==> config.mk <==
export PLATFORM = sky130hd
export DESIGN_NAME = generador_estimulos
export DESIGN_NICKNAME = d
export VERILOG_FILES = /design/src/rtl/generador_estimulos.sv
export SDC_FILE = /design/constraint.sdc
export NUM_CORES = 1
export LEC_CHECK = 0
export CAP_MARGIN = 20
export CORE_UTILIZATION = 56
export CTS_BUF_LIST = sky130_fd_sc_hd__clkbuf_4
export CTS_CLUSTER_DIAMETER = 30
export DETAILED_ROUTE_END_ITERATION = 8
export PLACE_DENSITY = 0.88
export SYNTH_ARGS = -nofsm -noshare
export SYNTH_HDL_FRONTEND = slang
export SYNTH_SLANG_ARGS = --single-unit
export TNS_END_PERCENT = 100
==> constraint.sdc <==
create_clock -name clk -period 2 [get_ports clk]
set_clock_uncertainty 0.2 [all_clocks]
set_input_delay 0.6 -clock clk [delete_from_list [all_inputs] [get_ports clk]]
set_output_delay 0.6 -clock clk [all_outputs]
set_load 0.05 [all_outputs]
==> src/rtl/generador_estimulos.sv <==
// -----------------------------------------------------------------------------
// generador_estimulos
//
// Stimulus generator for a downstream logic-gate stage. It produces the two
// operands A and B, either copied from two user switches (manual mode) or
// stepped automatically through 00,01,10,11 with a programmable dwell time per
// combination (automatic mode). The automatic sequence can be frozen with the
// pausa switch.
//
// Configuration macro:
//   GENERADOR_DEBOUNCE_EN  defined   -> sw_a/sw_b are debounced over DEB_CYCLES
//                          undefined -> sw_a/sw_b are used straight after the
//                                       synchronizer (default build)
//
// Parameters:
//   DWELL       clock cycles each combination is held in automatic mode
//   DEB_CYCLES  consecutive stable cycles needed to accept a switch change
//
// Ports:
//   clk     in   rising-edge clock
//   rst     in   synchronous active-high reset
//   modo    in   async switch, 0 = manual, 1 = automatic
//   pausa   in   async switch, 1 = freeze automatic sequence
//   sw_a    in   async user switch for A in manual mode
//   sw_b    in   async user switch for B in manual mode
//   A, B    out  registered operands
//   indice  out  registered current combination, always {A,B}
//   cambio  out  registered one-cycle pulse on every new {A,B} value
// -----------------------------------------------------------------------------
module generador_estimulos #(
  parameter int unsigned DWELL      = 32'd50000000,
  parameter int unsigned DEB_CYCLES = 32'd500000
) (
  input  logic       clk,
  input  logic       rst,
  input  logic       modo,
  input  logic       pausa,
  input  logic       sw_a,
  input  logic       sw_b,
  output logic       A,
  output logic       B,
  output logic [1:0] indice,
  output logic       cambio
);

  typedef enum logic [1:0] {
    MANUAL     = 2'b00,
    AUTO_RUN   = 2'b01,
    AUTO_PAUSE = 2'b10
  } state_t;

  localparam logic [31:0] DWELL_LAST = 32'(DWELL - 32'd1);

  // Reject parameter values outside the supported ranges at elaboration.
  if ((DWELL < 32'd2) || (DEB_CYCLES < 32'd2) || (DEB_CYCLES > 32'd16777215)) begin : g_bad_params
    $error("generador_estimulos: DWELL or DEB_CYCLES out of range");
  end

  // Synchronizer stages, bit order {modo, pausa, sw_a, sw_b}.
  logic [3:0] sync1_r;
  logic [3:0] sync2_r;

  logic       modo_s;
  logic       pausa_s;
  logic [1:0] sw_sync_s;
  logic [1:0] sw_c_s;

  // Two-flop synchronizer for all asynchronous switches.
  always_ff @(posedge clk) begin
    if (rst) begin
      sync1_r <= 4'b0000;
      sync2_r <= 4'b0000;
    end else begin
      sync1_r <= {modo, pausa, sw_a, sw_b};
      sync2_r <= sync1_r;
    end
  end

  assign modo_s    = sync2_r[3];
  assign pausa_s   = sync2_r[2];
  assign sw_sync_s = sync2_r[1:0];

`ifdef GENERADOR_DEBOUNCE_EN
  localparam logic [23:0] DEB_LAST = 24'(DEB_CYCLES - 32'd1);

  // One independent debouncer per user switch; index 1 is sw_a, 0 is sw_b.
  for (genvar g = 0; g < 2; g++) begin : g_deb
    logic        c_r;
    logic [23:0] cnt_r;

    // Count consecutive cycles the synchronized switch disagrees with the
    // accepted value; accept it on the DEB_CYCLES-th such cycle, restart on
    // any bounce back.
    always_ff @(posedge clk) begin
      if (rst) begin
        c_r   <= 1'b0;
        cnt_r <= 24'd0;
      end else if (sw_sync_s[g] != c_r) begin
        if (cnt_r == DEB_LAST) begin
          c_r   <= sw_sync_s[g];
          cnt_r <= 24'd0;
        end else begin
          c_r   <= c_r;
          cnt_r <= cnt_r + 24'd1;
        end
      end else begin
        c_r   <= c_r;
        cnt_r <= 24'd0;
      end
    end

    assign sw_c_s[g] = c_r;
  end
`else
  assign sw_c_s = sw_sync_s;
`endif

  state_t      state_r;
  state_t      state_next_s;
  logic [1:0]  ab_r;
  logic [1:0]  ab_next_s;
  logic [31:0] dwell_r;
  logic [31:0] dwell_next_s;
  logic        cambio_r;

  // Next-state, next-operand and dwell-counter logic.
  always_comb begin
    state_next_s = state_r;
    ab_next_s    = ab_r;
    dwell_next_s = dwell_r;
    case (state_r)
      MANUAL: begin
        if (modo_s) begin
          // Any entry into automatic mode starts the sequence from 00.
          state_next_s = pausa_s ? AUTO_PAUSE : AUTO_RUN;
          ab_next_s    = 2'b00;
          dwell_next_s = 32'd0;
        end else begin
          state_next_s = MANUAL;
          ab_next_s    = sw_c_s;
          dwell_next_s = 32'd0;
        end
      end
      AUTO_RUN: begin
        if (!modo_s) begin
          state_next_s = MANUAL;
          ab_next_s    = sw_c_s;
          dwell_next_s = 32'd0;
        end else if (pausa_s) begin
          // Freeze: count and operands hold so a later resume continues.
          state_next_s = AUTO_PAUSE;
        end else if (dwell_r == DWELL_LAST) begin
          state_next_s = AUTO_RUN;
          dwell_next_s = 32'd0;
          ab_next_s    = ab_r + 2'd1;
        end else begin
          state_next_s = AUTO_RUN;
          dwell_next_s = dwell_r + 32'd1;
        end
      end
      AUTO_PAUSE: begin
        if (!modo_s) begin
          state_next_s = MANUAL;
          ab_next_s    = sw_c_s;
          dwell_next_s = 32'd0;
        end else if (!pausa_s) begin
          state_next_s = AUTO_RUN;
        end else begin
          state_next_s = AUTO_PAUSE;
        end
      end
      default: begin
        state_next_s = MANUAL;
        ab_next_s    = 2'b00;
        dwell_next_s = 32'd0;
      end
    endcase
  end

  // State, operand, dwell and change-pulse registers.
  always_ff @(posedge clk) begin
    if (rst) begin
      state_r  <= MANUAL;
      ab_r     <= 2'b00;
      dwell_r  <= 32'd0;
      cambio_r <= 1'b0;
    end else begin
      state_r  <= state_next_s;
      ab_r     <= ab_next_s;
      dwell_r  <= dwell_next_s;
      // Pulse in the same cycle the new value becomes visible.
      cambio_r <= (ab_next_s != ab_r);
    end
  end

  assign A      = ab_r[1];
  assign B      = ab_r[0];
  assign indice = ab_r;
  assign cambio = cambio_r;

endmodule

==> results of run 1 <==
==> worst paths after layout <==
| check | from | depth (start not counted) | endpoint | slack (ps) |
|---|---|---|---|---|
| max | dwell_r[0] | 9 | dwell_r[2] | -160 |
| min reg2reg | sync1_r[2] | 1 | sync2_r[2] | 230 |
| min | sync1_r[2] | 1 | sync2_r[2] | 230 |
| max reg2reg | dwell_r[0] | 9 | dwell_r[2] | -160 |
==> Yosys cell counts, drive strengths merged, types with 6 or more instances <==
| cell type | n |
|---|---|
| nor2b | 11 |
| xnor2 | 7 |
| nand2 | 24 |
| a21oi | 14 |
| nor2 | 33 |
| nand3b | 6 |
| o21ai | 18 |
| nand3 | 10 |
| nor3 | 6 |
| dfxtp | 45 |
| xor2 | 15 |
| and3 | 8 |
| nand4 | 11 |
| buf | 6 |
==> sequential cells by signal, summed over array words and instances (netlist names) <==
register,cells
cambio,1
sync1_r,4
indice,2
state_r,2
dwell_r,32
sync2_r,4
==> layer usage <==
| metal | global-route usage, % | vias to the layer above |
|---|---|---|
| li1 | - | 1066 |
| met2 | 54.2 | 263 |
| met4 | 16.9 | 0 |
| met5 | 0 | - |
| met1 | 39.1 | 1146 |
| met3 | 7.39 | 76 |
==> cells by family after synthesis <==
family | share of synthesized area, %
buf+inv | 3.23
compound gates | 10.5
simple gates | 35.2
flops | 40.8
mux | 0.907
fa+ha+maj | 0.566
xor+xnor | 8.73
==> what timing repair did <==
item,4_1_cts,5_1_grt
pin swaps,5,27
gates resized for setup,16,71
endpoints found under the setup margin,37,34
endpoints found under the hold margin,0,0
buffers inserted,5,5
cloned,0,3
hold buffers,0,0
==> layout make-up <==
class                   instances  area share (%)
well taps                      48            1.85
inverters                       5           0.577
clock buffers                   6            1.38
repair buffers                 69            20.3
multi-input cells             203            46.2
clock inverters                 2            1.04
flip-flops and latches         45            28.7
==> power groups by stage <==
stage / clock (W) / combinational [W] / sequential, W
CTS: 0.000558 / 0.0000832 / 0.000917
floorplan: 0 / 0.0000378 / 0.000942
finish: 0.000584 / 0.0000946 / 0.000913
global placement: 0 / 0.0000812 / 0.000936
global route: 0.000614 / 0.0000992 / 0.000914
detailed placement: 0 / 0.0000826 / 0.000937
==> stage by stage <==
| step | area [um^2] | setup WS, ps | util [%] | total power [W] | hold slack (ps) |
|---|---|---|---|---|---|
| 2_1_floorplan | 2210 | -37.6 | - | 0.000980 | 214 |
| 3_3_place_gp | 2730 | -22.2 | 73.4 | 0.00102 | 217 |
| 3_5_place_dp | 2730 | -104 | 73.4 | 0.00102 | 227 |
| 4_1_cts | 2900 | -8.56 | 78.1 | 0.00156 | 260 |
| 5_1_grt | 3250 | -214 | 87.5 | 0.00163 | 275 |
| 6_report | 3250 | -155 | 87.5 | 0.00159 | 233 |
==> critical path: stages (launching register included) <==
cell	delay (ps)
dfxtp_2	380
ha_4	140
nor4b_4	190
nand4_1	190
buf_6	200
nor2_4	110
nor2_4	60
o21bai_4	310
clkbuf_16	230
nor2_2	40
==> flow_summary_export.csv, run 1 <==
group,metric,value,unit
layout,area_delta_synth_final,47.3,%
yosys,synth_top_area_cell,"dfxtp_1",
routing,drc_errors,0,
cts,clock_path_buffers,2,
timing,setup_viol,31,
pwr,p_switching,0.000370,W
pwr,max-vdd-ir-drop,0.561,mV
cts,path_clk_slew,140,ps
timing,max_freq,464,MHz
run,maxCapViolCount,0,
floorplan,die_y,64.8,um
routing,wl_met1,3140,um
floorplan,dieArea,0.00420,mm^2
routing,routedWlPerCell,22.6,um
pwr,leakage,1.22,nW
pwr,clockPowerShare,36.7,%
routing,maxUsedRoutingLayer,"met4",
global_route,grt_use_total,32.7,%
place,place_inst,357,
floorplan,fp.coreArea,0.00372,mm^2
critical_path,cp_max_fo,6,
layout,drive_gt1_share,40.3,%
routing,drt-initial-drc-count,598,
routing,drt_pass1_iterations,9,
run_status,outcome,"finished with violations",
yosys,synth_area_leaders,"dfxtp_1 41%, xor2_1 5.9%, nor2_1 5.6%",
layout,seqCellArea,935,um^2
timing,period_share,108,%
hold_path,hp-class,"reg -> reg",
yosys,synth_seq_cells,45,
critical_path,cp.arrival,2230,ps
routing,wl_met3,970,um
global_route,grt_pass1_vias,2237,
pwr,power_density,489,mW/mm^2
yosys,ys.flop_type,"dfxtp_1",
critical_path,required,2080,ps
critical_path,end_kind,"flip-flop",
global_route,grt_overflow,0,
yosys,synth_edf_count,0,
timing,worst_pin_slew,399,ps
floorplan,num_rows,22,
pwr,power.internal,0.00122,W
timing,slew-limit-headroom,73.4,%
yosys,synthesis.nets,271,
critical_path,cp-start-kind,"flip-flop",
yosys,ys_async_sr_fraction,0,%
timing,hold_violations,0,
yosys,yosysTopAreaCellShare,40.8,%
cts,root_buffer,"clkbuf_4",
routing,postRouteAntennaNets,0,
global_route,grt_pass1_wl,10400,um
yosys,syn_area_per_cell,8.37,um^2
global_route,antenna_found_initial,0,
place,place_hpwl,3810,um
cts,cts_made_buffers,5,
routing,met2_wirelength,3840,um
pwr,power_frac_comb,5.9,%
routing,routed_wl,8560,um
timing,finalCriticalPeriod,2160,ps
layout,multiInputGateArea,0.00150,mm^2
place,portBuffers,10,
yosys,ys_warn_count,0,
layout,nNetsFinal,336,
layout,mostFrequentLayoutCells,"51 x buf_4, 28 x dfxtp_1, 22 x nand2_1",
yosys,postSynthCellCount,264,
cts,cts_tree,"yes",
routing,vias,2551,
layout,nFillCells,153,
timing,tns,-3500,ps
global_route,grt_max_degree,25,
yosys,synth-seq-area-share,40.8,%
cts,insertion_delay,390,ps
place,routabilityCongestion,0.853,
layout,instances_no_fill,378,
critical_path,critPathKind,"reg -> reg",
timing,rsz0062_at_grt,"yes",
run_status,failed_checks,"setup timing",
yosys,synth_area,0.00221,mm^2
cts,cts-htree-levels,2,
cts,cts_sinks,45,
pwr,power_frac_seq,57.4,%
routing,viasPerCell,6.75,
layout,layout_commonest_cell,"buf_4",
timing,drv_slew,0,
floorplan,die_w,64.8,um
floorplan,start_util,59.4,%
pwr,switching_share,23.3,%
timing,layout_setup_ws,-155,ps
floorplan,io_pins,11,
yosys,synth_cell_types,44,
layout,diodes,0,
Note: power is estimated with default switching activity, not from simulation.
==> run 2, diff against run 1 <==
Settings changed: CTS_CLUSTER_SIZE set to 14, REMOVE_ABC_BUFFERS set to 1.
==> run 2 against run 1 <==
The flow still finishes with violations (setup timing). Combinational power grew 7%. Clock power grew 23%. Fmax shrank 10%. Critical path type unchanged. Critical endpoint is now dwell_r[31]. Highest routed layer unchanged.
==> flow_summary_export.csv, run 2 (synthesized netlist as in run 1, its figures left out) <==
group,metric,value,unit
run,maxCapViolCount,0,
global_route,grt_overflow,0,
cts,cts_hold_buf,0,
layout,diodes,0,
routing,routedWlPerCell,26.8,um
global_route,grt_pass1_wl,11900,um
global_route,grt_pass1_vias,2318,
cts,clock_path_buffers,2,
critical_path,cp_max_fo,7,
pwr,max-vdd-ir-drop,0.510,mV
layout,post-route-util,93.6,%
pwr,power_density,500,mW/mm^2
layout,nNetsFinal,341,
timing,period_share,120,%
layout,mostFrequentLayoutCells,"53 x buf_4, 32 x dfxtp_1, 22 x nand2_1",
place,place_hpwl,4100,um
run_status,outcome,"finished with violations",
timing,slew-limit-headroom,66.4,%
routing,vias,2726,
critical_path,end_kind,"flip-flop",
critical_path,crit_family,"simple AND/OR/NAND/NOR gates",
cts,path_clk_slew,150,ps
critical_path,critPathKind,"reg -> reg",
floorplan,start_util,59.4,%
timing,finalCriticalPeriod,2400,ps
routing,drt_pass1_iterations,7,
place,portBuffers,10,
timing,setup_viol,35,
cts,cts_sinks,45,
routing,drt-initial-drc-count,486,
timing,rsz0062_at_grt,"yes",
floorplan,dieArea,0.00420,mm^2
layout,area_delta_synth_final,57.5,%
critical_path,cp_num_buf_inv,1,
critical_path,cp.arrival,2530,ps
floorplan,die_w,64.8,um
critical_path,cpMaxStageDelayCell,"nor4_4",
global_route,grt_use_total,38.1,%
routing,postRouteAntennaNets,0,
routing,viasPerCell,7.12,
place,dpl_cell_area,0.00276,mm^2
layout,drive_gt1_share,44.2,%
floorplan,fp.coreArea,0.00372,mm^2
layout,stdcell_area,0.00348,mm^2
place,preCtsSetupSlack,-115,ps
floorplan,num_rows,22,
hold_path,hp-class,"reg -> reg",
critical_path,critPathMaxStageDelay,500,ps
timing,worst_pin_slew,500,ps
timing,whs,281,ps
timing,layout_setup_ws,-396,ps
critical_path,cp-start-kind,"flip-flop",
run_status,failed_checks,"setup timing",
critical_path,required,2130,ps
timing,drv_slew,0,
cts,root_buffer,"clkbuf_4",
critical_path,cp_cell_sequence,"and4_4, nand4_4, nor4_4, buf_6, nand3_1, nand3b_1, o21ai_1",
timing,max_freq,417,MHz
place,routabilityCongestion,0.920,
floorplan,die_y,64.8,um
layout,layout_commonest_cell,"buf_4",
routing,routed_wl,10200,um
timing,hold_violations,0,
cts,cts_tree,"yes",
layout,largest-register,"dwell_r",
cts,insertion_delay,380,ps
cts,cts-htree-levels,2,
floorplan,io_pins,11,
global_route,antenna_found_initial,0,
layout,top_regs,"dwell_r (32), sync1_r (4), sync2_r (4)",
layout,largest_register_ffs,32,
global_route,grt_max_degree,15,
pwr,leakage,1.26,nW
cts,cts_made_buffers,5,
routing,drc_errors,0,
==> run 2: cell type report <==
type,instances,area [um^2]
multi-input cells,203,1640
well taps,48,60.1
inverters,5,18.8
clock buffers,5,37.5
repair buffers,74,736
flip-flops and latches,45,925
clock inverters,3,65.1
fillers,106,239
==> run 2: worst paths after layout <==
path | start | endpoint | slack [ps] | cells past startpoint
worst max-delay path | dwell_r[6] | dwell_r[31] | -400 | 7
worst max register to register | dwell_r[6] | dwell_r[31] | -400 | 7
worst min register to register | sync1_r[3] | sync2_r[3] | 280 | 1
worst min-delay path | sync1_r[3] | sync2_r[3] | 280 | 1
==> run 2: routing by layer <==
layer	global-route usage, %	vias to the layer above	wire, um
met1	46.9	1254	3600
met2	65.4	290	4500
met4	15.0	0	905
met3	6.69	107	1250
li1	-	1075	-
met5	0	-	0
==> run 2: repair_timing <==
item                                    CTS  global route
pin swaps                                 4            36
gates resized for setup                  22            92
gates cloned                              2             1
setup buffers                             3             7
endpoints found under the setup margin   36            37
==> run 2: power breakdown <==
group,total [W],internal [W],switching (W)
logic,0.000101,0.0000491,0.0000519
clock network,0.000718,0.000387,0.000330
registers,0.000918,0.000904,0.0000141
total,0.00174,0.00134,0.000396
==> run 2: through the flow <==
step / total power (W) / setup TNS (ps) / instances
global route: 0.00177 / -10540 / 383
detailed placement: 0.00102 / -1050 / 362
global placement: 0.00102 / -70.2 / 362
CTS: 0.00170 / -186 / 375
finish: 0.00174 / -8830 / 383
floorplan: 0.000973 / -11510 / 253
